--- config.mk ---
export PLATFORM = sky130hd
export DESIGN_NAME = seq_mult_param
export DESIGN_NICKNAME = d
export VERILOG_FILES = /design/src/rtl/seq_mult_param.sv
export SDC_FILE = /design/constraint.sdc
export NUM_CORES = 1
export LEC_CHECK = 0
export ABC_AREA = 1
export ABC_CLOCK_PERIOD_IN_PS = 2100
export CORE_ASPECT_RATIO = 1.5
export CORE_MARGIN = 4
export CORE_UTILIZATION = 30
export DETAILED_ROUTE_END_ITERATION = 10
export GPL_TIMING_DRIVEN = 0
export PLACE_DENSITY_LB_ADDON = 0.2
export SYNTH_ARGS = -nofsm -noshare
export SYNTH_HDL_FRONTEND = slang
export SYNTH_SLANG_ARGS = --single-unit
--- constraint.sdc ---
create_clock -name clk -period 2.1 [get_ports clk]
set_input_delay 0.42 -clock clk [delete_from_list [all_inputs] [get_ports clk]]
set_output_delay 0.42 -clock clk [all_outputs]
set_load 0.05 [all_outputs]
--- src/rtl/seq_mult_param.sv ---
// seq_mult_param: iterative shift-add multiplier, WIDTH x WIDTH -> 2*WIDTH product.
// Latency: load accepted at edge N, done pulses in the cycle after edge N+WIDTH.
// Backpressure: load is ignored while busy; a load in the DONE cycle starts back-to-back.
// Optional feature: define MUL_SIGNED_EN to add the signed_mode port (two's-complement operands).

module seq_mult_param #(
   parameter int WIDTH = 5
) (
   input  logic                 clk,
   input  logic                 reset,
   input  logic [WIDTH-1:0]     op_a,
   input  logic [WIDTH-1:0]     op_b,
   input  logic                 load,
`ifdef MUL_SIGNED_EN
   input  logic                 signed_mode,
`endif
   output logic                 busy,
   output logic                 done,
   output logic [2*WIDTH-1:0]   mul_out
);

   localparam int OUT_W = 2 * WIDTH;
   localparam int CNT_W = $clog2(WIDTH + 1);

   typedef enum logic [1:0] {
      S_IDLE = 2'd0,
      S_CALC = 2'd1,
      S_DONE = 2'd2
   } state_t;

   state_t             r_state;
   logic [WIDTH-1:0]   r_mcand;    // multiplicand magnitude, fixed for the whole operation
   logic [WIDTH-1:0]   r_mplier;   // multiplier magnitude, shifted right one bit per step
   logic [OUT_W-1:0]   r_acc;      // running sum of partial products
   logic [CNT_W-1:0]   r_cnt;      // step index, also the shift applied to the multiplicand

   logic [WIDTH-1:0]   w_a_mag;
   logic [WIDTH-1:0]   w_b_mag;
   logic [OUT_W-1:0]   w_addend;
   logic [OUT_W-1:0]   w_acc_next;
   logic [OUT_W-1:0]   w_result;
   logic               w_last;

`ifdef MUL_SIGNED_EN
   // Sign handling is folded into operand capture and final write-back so the
   // step loop itself is always an unsigned magnitude multiply.
   logic               r_neg;
   logic               w_a_neg;
   logic               w_b_neg;

   assign w_a_neg = signed_mode & op_a[WIDTH-1];
   assign w_b_neg = signed_mode & op_b[WIDTH-1];
   // The most-negative value maps onto 2^(WIDTH-1), which still fits unsigned
   // in WIDTH bits, so no extra magnitude bit is needed.
   assign w_a_mag = w_a_neg ? (~op_a + WIDTH'(1)) : op_a;
   assign w_b_mag = w_b_neg ? (~op_b + WIDTH'(1)) : op_b;
`else
   assign w_a_mag = op_a;
   assign w_b_mag = op_b;
`endif

   // Partial product for the current step: multiplicand aligned by the step index.
   assign w_addend   = {{WIDTH{1'b0}}, r_mcand} << r_cnt;
   assign w_acc_next = r_acc + (r_mplier[0] ? w_addend : {OUT_W{1'b0}});
   assign w_last     = (r_cnt == CNT_W'(WIDTH - 1));

`ifdef MUL_SIGNED_EN
   assign w_result = r_neg ? (~w_acc_next + OUT_W'(1)) : w_acc_next;
`else
   assign w_result = w_acc_next;
`endif

   // Control FSM and datapath: accept in IDLE/DONE, WIDTH steps in CALC, one-cycle DONE.
   always_ff @(posedge clk) begin
      if (reset) begin
         r_state  <= S_IDLE;
         r_mcand  <= '0;
         r_mplier <= '0;
         r_acc    <= '0;
         r_cnt    <= '0;
         busy     <= 1'b0;
         done     <= 1'b0;
         mul_out  <= '0;
`ifdef MUL_SIGNED_EN
         r_neg    <= 1'b0;
`endif
      end else begin
         case (r_state)
            // DONE accepts a new load exactly like IDLE so products can stream
            // at one per WIDTH+1 cycles.
            S_IDLE, S_DONE: begin
               done <= 1'b0;
               if (load) begin
                  r_mcand  <= w_a_mag;
                  r_mplier <= w_b_mag;
                  r_acc    <= '0;
                  r_cnt    <= '0;
`ifdef MUL_SIGNED_EN
                  r_neg    <= w_a_neg ^ w_b_neg;
`endif
                  busy     <= 1'b1;
                  r_state  <= S_CALC;
               end else begin
                  busy     <= 1'b0;
                  r_state  <= S_IDLE;
               end
            end

            // One partial-product step per clock; load and operand inputs are
            // not looked at here, so changes during CALC cannot disturb the result.
            S_CALC: begin
               r_acc    <= w_acc_next;
               r_mplier <= r_mplier >> 1;
               r_cnt    <= r_cnt + CNT_W'(1);
               if (w_last) begin
                  mul_out <= w_result;
                  done    <= 1'b1;
                  busy    <= 1'b0;
                  r_state <= S_DONE;
               end
            end

            default: begin
               busy    <= 1'b0;
               done    <= 1'b0;
               r_state <= S_IDLE;
            end
         endcase
      end
   end

endmodule

==> impl_metrics.toml, run 1 <==
[synth]
synth_top_area_share = 0.3376
ys_types = 42
syn_area_per_cell_um2 = 7.236
synthCells = 295
synth_top_area_cell = "dfxtp_1"
ys_seq_elements = 36
synthTopCellsByArea = "dfxtp_1 34%, nand2_1 12%, ha_1 6.4%, nor2_1 6.0%, inv_1 5.6%"
syn_area_um2 = 2135
synth-warning-count = 0
ys_seq_area_frac = 0.3376
synth_nets = 320

[power_and_ir_drop]
leakage_nw = 1.273
power_density_nw_per_um2 = 545.3
clkPwrFrac = 0.386
finalPower_w = 0.001631
vdd_drop_max_mv = 0.3019
power_switching_w = 0.0004599
seqPwrFrac = 0.448
power_frac_comb = 0.166
swShare = 0.2819
internal_power_w = 0.001172

[timing]
finalCriticalPeriod_ns = 2.157
maxSlewHeadroom = 0.6383
fmax_mhz = 463.6
worst_pin_slew_ns = 0.5426
skew_ns = 0.007214
setup_viol = 7
finalSetupTns_ns = -0.2055
period_share = 1.027
report.final.slew_viol_count = 0
hold_viol_final = 0
rsz0062_at_grt = "true"
hold_slack_ns = 0.4754
fin_ws_ns = -0.05718

[grt]
grt.overflow.total = 0
use_met2 = 0.2561
grt_use_total = 0.1372
grt_busiest_layer = "met2"
antenna_found_initial = 0
use_met1 = 0.1587
grt_pass1_wl_um = 9363
grt_use_met3 = 0.01789
grt_max_degree = 13
grt_pass1_vias = 1972

[die]
start_util = 0.3095
fp.dieArea_um2 = 8556
fp.dieH_um = 111.3
rows = 37
fp.dieW_um = 76.87
io_pins = 25
core-area_um2 = 6898

[setup_path]
end_kind = "flip-flop"
crit_fanout = 6
worstReg2RegEnd = "mul_out[5]$_SDFFE_PP0P_"
r2r_slack_ns = -0.06
endpoint = "mul_out[5]$_SDFFE_PP0P_"
critPathArrivalTime_ns = 2.35
critPathLaunch = "r_cnt[0]$_SDFFE_PP0P_"
required_ns = 2.30
rr_worst_depth = 12
critPathKind = "flip-flop to flip-flop"
crit_path_start_kind = "flip-flop"
r2r_start = "r_cnt[0]$_SDFFE_PP0P_"

[clock_network]
cts_buffer_depth = 2
hold_buffers = 0
worstSkewPairLatency_ns = 0.29
cts_num_sinks = 36
cts_buffers = 5
clkTransAtPathRegs_ns = 0.08
htree_levels = 2
cts_tree = "done"
cts_root_buf = "clkbuf_8"

[drt]
drc = 0
viasPerCell = 4.841
first_iter_violations = 59
drt_first_pass_iters = 4
final_antenna_net_count = 0
vias = 2014
wl_um = 5720
routedWlPerCell_um = 13.75

[cells_and_area]
layout-drive-gt1-share = 0.3254
postLayoutCellArea_um2 = 2992
final_nets = 362
diodes = 0
syn2layout_area_growth_pct = 40.15

[run_status]
status = "finished with violations"
violations = "setup timing"

[place]
io_buffer_count = 24
place_ws_ns = -0.3296
gp_routability_congestion = 0.8005
place_area_um2 = 2472
hpwl_um = 4187

[min_path]
min_path_type = "flip-flop to flip-flop"

[run]
drv_cap = 0
-- how the worst min path moves through the flow --
stage                             startpoint                        to  slack (ns)  cells past startpoint
finish              r_mplier[4]$_SDFFE_PP0P_  r_mplier[4]$_SDFFE_PP0P_        0.48                      2
global route         mul_out[1]$_SDFFE_PP0P_   mul_out[1]$_SDFFE_PP0P_        0.51                      2
CTS                 r_mplier[4]$_SDFFE_PP0P_  r_mplier[4]$_SDFFE_PP0P_        0.48                      2
detailed placement  r_mplier[4]$_SDFFE_PP0P_  r_mplier[4]$_SDFFE_PP0P_        0.47                      2
global placement     mul_out[6]$_SDFFE_PP0P_   mul_out[6]$_SDFFE_PP0P_        0.46                      2
floorplan           r_mplier[4]$_SDFFE_PP0P_  r_mplier[4]$_SDFFE_PP0P_        0.44                      2
-- critical path, stage by stage (launching register included) --
cell	delay, ns
dfxtp_4	0.42
mux2i_4	0.25
nor2_1	0.07
a31oi_2	0.21
nor2_2	0.09
ha_4	0.27
nand2_4	0.08
nand3_4	0.10
a21oi_2	0.18
or2_1	0.14
nand2_2	0.07
o21ai_2	0.12
inv_1	0.05
-- cells in the mapped netlist, drive strengths merged --
| library cell | count |
|---|---|
| o21ai | 23 |
| o21a | 2 |
| or2 | 2 |
| o221ai | 3 |
| o211ai | 1 |
| fa | 1 |
| clkinv | 1 |
| a31oi | 1 |
| xor2 | 2 |
| a21o | 1 |
| nor3 | 5 |
| nand4 | 3 |
| o32ai | 1 |
| a211oi | 1 |
| a21oi | 15 |
| xnor2 | 1 |
| a32o | 1 |
| clkbuf | 2 |
| ha | 11 |
| o22ai | 1 |
| nand2 | 69 |
| nand3b | 2 |
| dfxtp | 36 |
| mux2i | 1 |
| nand3 | 24 |
| inv | 39 |
| nor2 | 37 |
| buf | 7 |
| o21bai | 2 |
-- power by group through the flow --
stage          sequential [W]  clock, W  combinational [W]
2_1_floorplan        0.000740         0           0.000146
3_3_place_gp         0.000739         0           0.000221
3_5_place_dp         0.000739         0           0.000221
4_1_cts              0.000725  0.000652           0.000237
5_1_grt              0.000734  0.000668           0.000300
6_report             0.000731  0.000630           0.000270
-- cell families (layout without fill, tap and decap cells) --
family / Yosys count / after routing / synth area share
XOR/XNOR: 3 / 3 / 0.01231
AND/OR/NAND/NOR: 142 / 142 / 0.3054
multiplexers: 1 / 1 / 0.004690
adder cells (fa/ha/maj): 12 / 12 / 0.07386
flip-flops: 36 / 36 / 0.3376
buffers and inverters: 49 / 92 / 0.1090
AO/OA/AOI/OAI: 52 / 52 / 0.1571
-- per-layer routing --
metal  part of all wire  vias up  wire length (um)
li1                   -     1044                 -
met1               0.42      936              2393
met2               0.55       29              3122
met3              0.023        5               130
met4              0.013        0                74
met5                  0        -                 0
-- cell type report --
cell class,instances,area [um^2]
repair buffers,36,337.8
flip-flops and latches,36,726.9
well taps,78,97.59
clock buffers,5,68.82
clock inverters,3,42.54
multi-input cells,210,1485
inverters,40,165.2
fillers,677,3906
plain buffers,8,67.56
-- flip-flops by register name, summed over array words and instances, names as in the netlist --
| register | flops |
|---|---|
| done | 1 |
| mul_out | 10 |
| r_acc | 10 |
| r_cnt | 3 |
| r_mcand | 5 |
| r_mplier | 5 |
| r_state | 2 |
-- stage by stage --
stage	std cells	utilization
final	416	0.4337
after detailed placement	397	0.3584
after global placement	397	0.3584
after global routing	416	0.4337
after CTS	410	0.3893
after floorplan	295	-
-- cells in the final DEF, fill, tap and decap left out, types with 5 or more instances in the layout --
| cell type | netlist | layout |
|---|---|---|
| a21oi_2 | 4 | 8 |
| nor2_1 | 34 | 28 |
| buf_4 | 2 | 11 |
| o21ai_0 | 15 | 9 |
| nand3_2 | 5 | 7 |
| a21oi_1 | 11 | 7 |
| dfxtp_1 | 36 | 33 |
| nand2_2 | 3 | 15 |
| clkbuf_8 | 0 | 5 |
| clkdlybuf4s50_1 | 0 | 24 |
| inv_2 | 6 | 7 |
| ha_4 | 0 | 6 |
| o21ai_2 | 2 | 6 |
| inv_1 | 32 | 30 |
| nor2_2 | 0 | 5 |
| o21ai_1 | 6 | 7 |
| nand2_1 | 66 | 50 |
| nand3_1 | 19 | 14 |
-- what timing repair did --
action                                  4_1_cts  5_1_grt
gates resized for setup                      22       59
pin swaps                                    10       33
gates cloned                                  0        0
endpoints found under the setup margin       14       16
hold endpoints to repair                      0        0
setup buffers                                 5        7
Note: power is estimated with default switching activity, not from simulation.
==> inputs of run 2 (changes only) <==
Settings changed: CTS_CLUSTER_SIZE from default to 16.
==> results of run 2 <==
Final layout, timing and power as in run 1 (identical DEF).
